==> src/rtl/timestamp_reader.sv <==
// Captures a 10 Hz timestamp into a shadow register on the settled (falling) edge of
// CLK_10HZ and serializes a requested snapshot as an optional header plus three bytes.
module timestamp_reader #(
  parameter bit         HEADER_EN   = 1'b1,
  parameter logic [7:0] HEADER_BYTE = 8'h54
) (
  input  logic        CLK,
  input  logic        NSYSRESET,
  input  logic        CLK_10HZ,
  input  logic [23:0] TIMESTAMP,
  input  logic        REQ,
  input  logic        BYTE_READY,
  output logic [7:0]  BYTE_OUT,
  output logic        BYTE_VALID,
  output logic        BUSY,
  output logic        DONE,
  output logic [23:0] STAMP,
  output logic        TS_UPDATE
);

  typedef enum logic [2:0] {
    IDLE,
    HDR,
    B2,
    B1,
    B0,
    FIN
  } state_t;

  state_t      state;
  state_t      next_state;
  logic        ts_sync1;
  logic        ts_sync2;
  logic        ts_prev;
  logic        ts_fall;
  logic [23:0] shadow;

  // Two flops for metastability, the third remembers the previous level for edge detection.
  always_ff @(posedge CLK or negedge NSYSRESET) begin
    if (!NSYSRESET) begin
      ts_sync1 <= 1'b0;
      ts_sync2 <= 1'b0;
      ts_prev  <= 1'b0;
    end else begin
      ts_sync1 <= CLK_10HZ;
      ts_sync2 <= ts_sync1;
      ts_prev  <= ts_sync2;
    end
  end

  // TIMESTAMP moves on the rising edge, so the falling edge is half a period away from any change.
  assign ts_fall   = ts_prev & ~ts_sync2;
  assign TS_UPDATE = ts_fall;

  always_ff @(posedge CLK or negedge NSYSRESET) begin
    if (!NSYSRESET) begin
      shadow <= 24'h000000;
    end else if (ts_fall) begin
      shadow <= TIMESTAMP;
    end
  end

  // STAMP sees the pre-load shadow when a request and a shadow load share an edge.
  always_ff @(posedge CLK or negedge NSYSRESET) begin
    if (!NSYSRESET) begin
      STAMP <= 24'h000000;
    end else if (state == IDLE && REQ) begin
      STAMP <= shadow;
    end
  end

  always_ff @(posedge CLK or negedge NSYSRESET) begin
    if (!NSYSRESET) begin
      state <= IDLE;
    end else begin
      state <= next_state;
    end
  end

  always_comb begin
    next_state = state;
    BYTE_OUT   = 8'h00;
    BYTE_VALID = 1'b0;
    BUSY       = 1'b0;
    DONE       = 1'b0;
    case (state)
      IDLE: begin
        if (REQ) begin
          next_state = HEADER_EN ? HDR : B2;
        end
      end
      HDR: begin
        BYTE_OUT   = HEADER_BYTE;
        BYTE_VALID = 1'b1;
        BUSY       = 1'b1;
        if (BYTE_READY) next_state = B2;
      end
      B2: begin
        BYTE_OUT   = STAMP[23:16];
        BYTE_VALID = 1'b1;
        BUSY       = 1'b1;
        if (BYTE_READY) next_state = B1;
      end
      B1: begin
        BYTE_OUT   = STAMP[15:8];
        BYTE_VALID = 1'b1;
        BUSY       = 1'b1;
        if (BYTE_READY) next_state = B0;
      end
      B0: begin
        BYTE_OUT   = STAMP[7:0];
        BYTE_VALID = 1'b1;
        BUSY       = 1'b1;
        if (BYTE_READY) next_state = FIN;
      end
      FIN: begin
        DONE       = 1'b1;
        next_state = IDLE;
      end
      default: begin
        next_state = IDLE;
      end
    endcase
  end

endmodule

==> config.mk <==
export PLATFORM = sky130hd
export DESIGN_NAME = timestamp_reader
export DESIGN_NICKNAME = d
export VERILOG_FILES = /design/src/rtl/timestamp_reader.sv
export SDC_FILE = /design/constraint.sdc
export NUM_CORES = 1
export LEC_CHECK = 0
export CORE_AREA = 2 2 65 98
export CTS_CLUSTER_DIAMETER = 200
export DETAILED_ROUTE_END_ITERATION = 8
export DIE_AREA = 0 0 67 100
export PLACE_DENSITY = 0.76
export SLEW_MARGIN = 0
export SYNTH_ARGS = -nofsm -noshare
export SYNTH_HDL_FRONTEND = slang
export SYNTH_SLANG_ARGS = --single-unit
==> constraint.sdc <==
create_clock -name CLK -period 2.2 [get_ports CLK]
set_clock_uncertainty 0.05 [all_clocks]
set_input_delay 0.44 -clock CLK [delete_from_list [all_inputs] [get_ports CLK]]
set_output_delay 0.44 -clock CLK [all_outputs]
set_load 0.02 [all_outputs]
==> run_results.csv <==
group,metric,value,unit
finish,antenna_cells,0,
logic_synthesis,synthArstFlopShare,100,%
clock_tree,root_buffer,"clkbuf_8",
floorplan,die_x,67,µm
sta,setup_viol,0,
floorplan,die_h,100,µm
setup_path,cp-start-kind,"flop",
logic_synthesis,ys_top_cells_by_count,"54 x dfrtp_1, 48 x mux2_2, 6 x mux2i_1, 6 x nand2_1",
clock_tree,numCtsBuffers,5,
floorplan,die_area,6700,µm²
setup_path,endpoint_kind,"primary output",
logic_synthesis,synth_top_cell_area_share,59.8,%
setup_path,critPathMaxFanout,6,
logic_synthesis,syn-num-nets,184,
run_status,status,"finished clean",
finish,nets,254,
setup_path,r2r_slack,0.54,ns
global_routing,antenna_found_initial,0,
clock_tree,insertion_delay,0.29,ns
place,dp_hpwl,3.28,mm
routing,vias_per_cell,4.93,
logic_synthesis,ys_ff_latch,54,
logic_synthesis,synth_cell_type_count,24,
routing,drt_iter0_drc,40,
global_routing,grt_usage,14.8,%
global_routing,grt_overflow_total,0,
setup_path,reg2reg_from,"state[2]",
clock_tree,cts_tree,"done",
setup_path,cp_data_required_time,1.71,ns
clock_tree,clockBufferDepth,2,
floorplan,row_count,35,
setup_path,critPathArrivalTime,1.62,ns
setup_path,worstSetupEndpoint,"DONE",
logic_synthesis,synth_area_per_cell,14.6,µm²
logic_synthesis,ys_seq_area_share,59.8,%
power_and_ir_drop,leakage,1.28,nW
setup_path,crit_path_start,"state[0]",
sta,maxSlewHeadroom,77.5,%
setup_path,r2r_end,"STAMP[23]",
routing,first_pass_iters,3,
logic_synthesis,synth_most_common_cell,"dfrtp_1",
logic_synthesis,ys_top_cells_by_area,"dfrtp_1 60%, mux2_2 24%, mux2i_1 2.7%",
clock_tree,htree_levels,2,
finish,layoutNonFillerInstCount,300,
finish,areaGrowthSynthToFinish,37.4,%
global_routing,grt_pass1_vias,1535,
sta,rsz0062_at_grt,"false",
sta,fin_tns_setup,0,ns
sta,timing.final.ws_setup,0.0907,ns
routing,drtAntennaViolNets,0,
sta,tightest_slew,0.337,ns
sta,final-max-slew-violation-count,0,
place,place_inst,292,
logic_synthesis,syn_area,2260,µm²
logic_synthesis,synth_edf_count,0,
sta,fmaxAchievable,0.474,GHz
power_and_ir_drop,power_density,1410,nW/µm²
floorplan,boundaryPins,65,
power_and_ir_drop,ir_worst_vdd,769,µV
routing,routed_wl,4.48,mm
global_routing,grt_max_degree,55,
sta,finalCritPeriodShare,95.9,%
floorplan,core_area,5960,µm²
clock_tree,path_clk_slew,0.09,ns
setup_path,critical_path_class,"reg2out",
finish,fillCellCount,569,
global_routing,grt_pass1_wl,7.47,mm
finish,drive_above_1_share,31.9,%
place,routabilityCongestion,0.710,
routing,drc,0,
place,dp_slack,0.0628,ns
min_path,min_path_type,"in2async",
logic_synthesis,synth_warnings,0,
logic_synthesis,synthCells,155,
clock_tree,cts.sinks,54,
place,io_buffers,64,
sta,period_needed,2.11,ns
job,cap_violations,0,
floorplan,start_util,37.9,%
clock_tree,post_cts_buffers,0,
logic_synthesis,synth_area_leader_cell,"dfrtp_1",
sta,hold_violations,0,
routing,num_vias,1480,
setup_path,r2r_cells,4,
clock_tree,cts_hold_buf,0,
clock_tree,cts.repair.resized,11,
routing,wl_per_cell,14.9,µm
power_and_ir_drop,p_total,4.38,mW
logic_synthesis,yosys_most_used_dff,"dfrtp_1",
[kinds of logic (layout without fill, tap and decap cells)]
| logic type | count (synthesis) | in the layout | synth area share [%] |
|---|---|---|---|
| AOI/OAI and AO/OA | 14 | 14 | 4.04 |
| xor gates and xnor gates | 2 | 2 | 0.776 |
| buffers and inverters | 11 | 82 | 3.27 |
| DFF | 54 | 54 | 59.8 |
| muxes | 54 | 54 | 26.6 |
| and+or+nand+nor | 20 | 20 | 5.48 |
[metrics by stage]
stage	util [%]	hold WS, ns	instance area (µm²)
after detailed placement	50.6	0.294	3010
after floorplan	-	0.0944	2260
after CTS	52.2	0.0790	3110
after global routing	52.1	0.0719	3100
after global placement	50.6	0.300	3010
final	52.1	0.0700	3100
[routing by layer]
layer / routed length, µm / global-route usage [%] / up-vias
met3: 218 / 3.03 / 6
met2: 2400 / 26.7 / 45
met1: 1780 / 16.5 / 739
li1: - / - / 690
met5: 0 / 0 / -
met4: 82 / 5.65 / 0
[sequential cells by signal (all words and copies together) (netlist names)]
name and flops:
STAMP 24, shadow 24, ts_sync2 1, ts_prev 1, state 3, ts_sync1 1
[how the worst min path moves through the flow]
| stage | depth (start not counted) | slack, ns | start | endpoint |
|---|---|---|---|---|
| floorplan | 0 | 0.09 | NSYSRESET | STAMP[0] |
| global placement | 0 | 0.30 | ts_sync1 | ts_sync2 |
| detailed placement | 0 | 0.29 | ts_sync1 | ts_sync2 |
| CTS | 2 | 0.08 | NSYSRESET | shadow[3] |
| global route | 2 | 0.07 | NSYSRESET | shadow[19] |
| finish | 2 | 0.07 | NSYSRESET | shadow[19] |
[power breakdown]
group          switching, mW  internal, mW
logic                   1.04          1.11
registers              0.273          1.32
clock network          0.295         0.341
[cells in the final DEF, fill, tap and decap left out, types with 3 or more instances in the layout]
master and n:
clkdlybuf4s15_1 4, dlygate4sd2_1 3, dfrtp_1 53, o21ai_0 5, o211ai_1 3, buf_4 7
nand2_1 6, clkbuf_8 5, nand3_1 3, clkbuf_2 3, a22oi_1 3, clkdlybuf4s50_1 53
mux2i_1 6, mux2_2 48
[cell type report]
cell class	instances	area [µm²]	area share (%)
Clock inverter	1	30.0	0.968
Timing Repair Buffer	73	709	22.9
Inverter	1	3.75	0.121
Clock buffer	7	76.3	2.46
Sequential cell	54	1350	43.6
Multi-Input combinational cell	90	838	27.0
Tap cell	74	92.6	2.98
[critical path, stage by stage, from the launching register on]
cell and delay, ns:
dfrtp_2 0.43, buf_4 0.15, and3_1 0.15, clkdlybuf4s50_1 0.60
(Power assumes the default switching activity.)
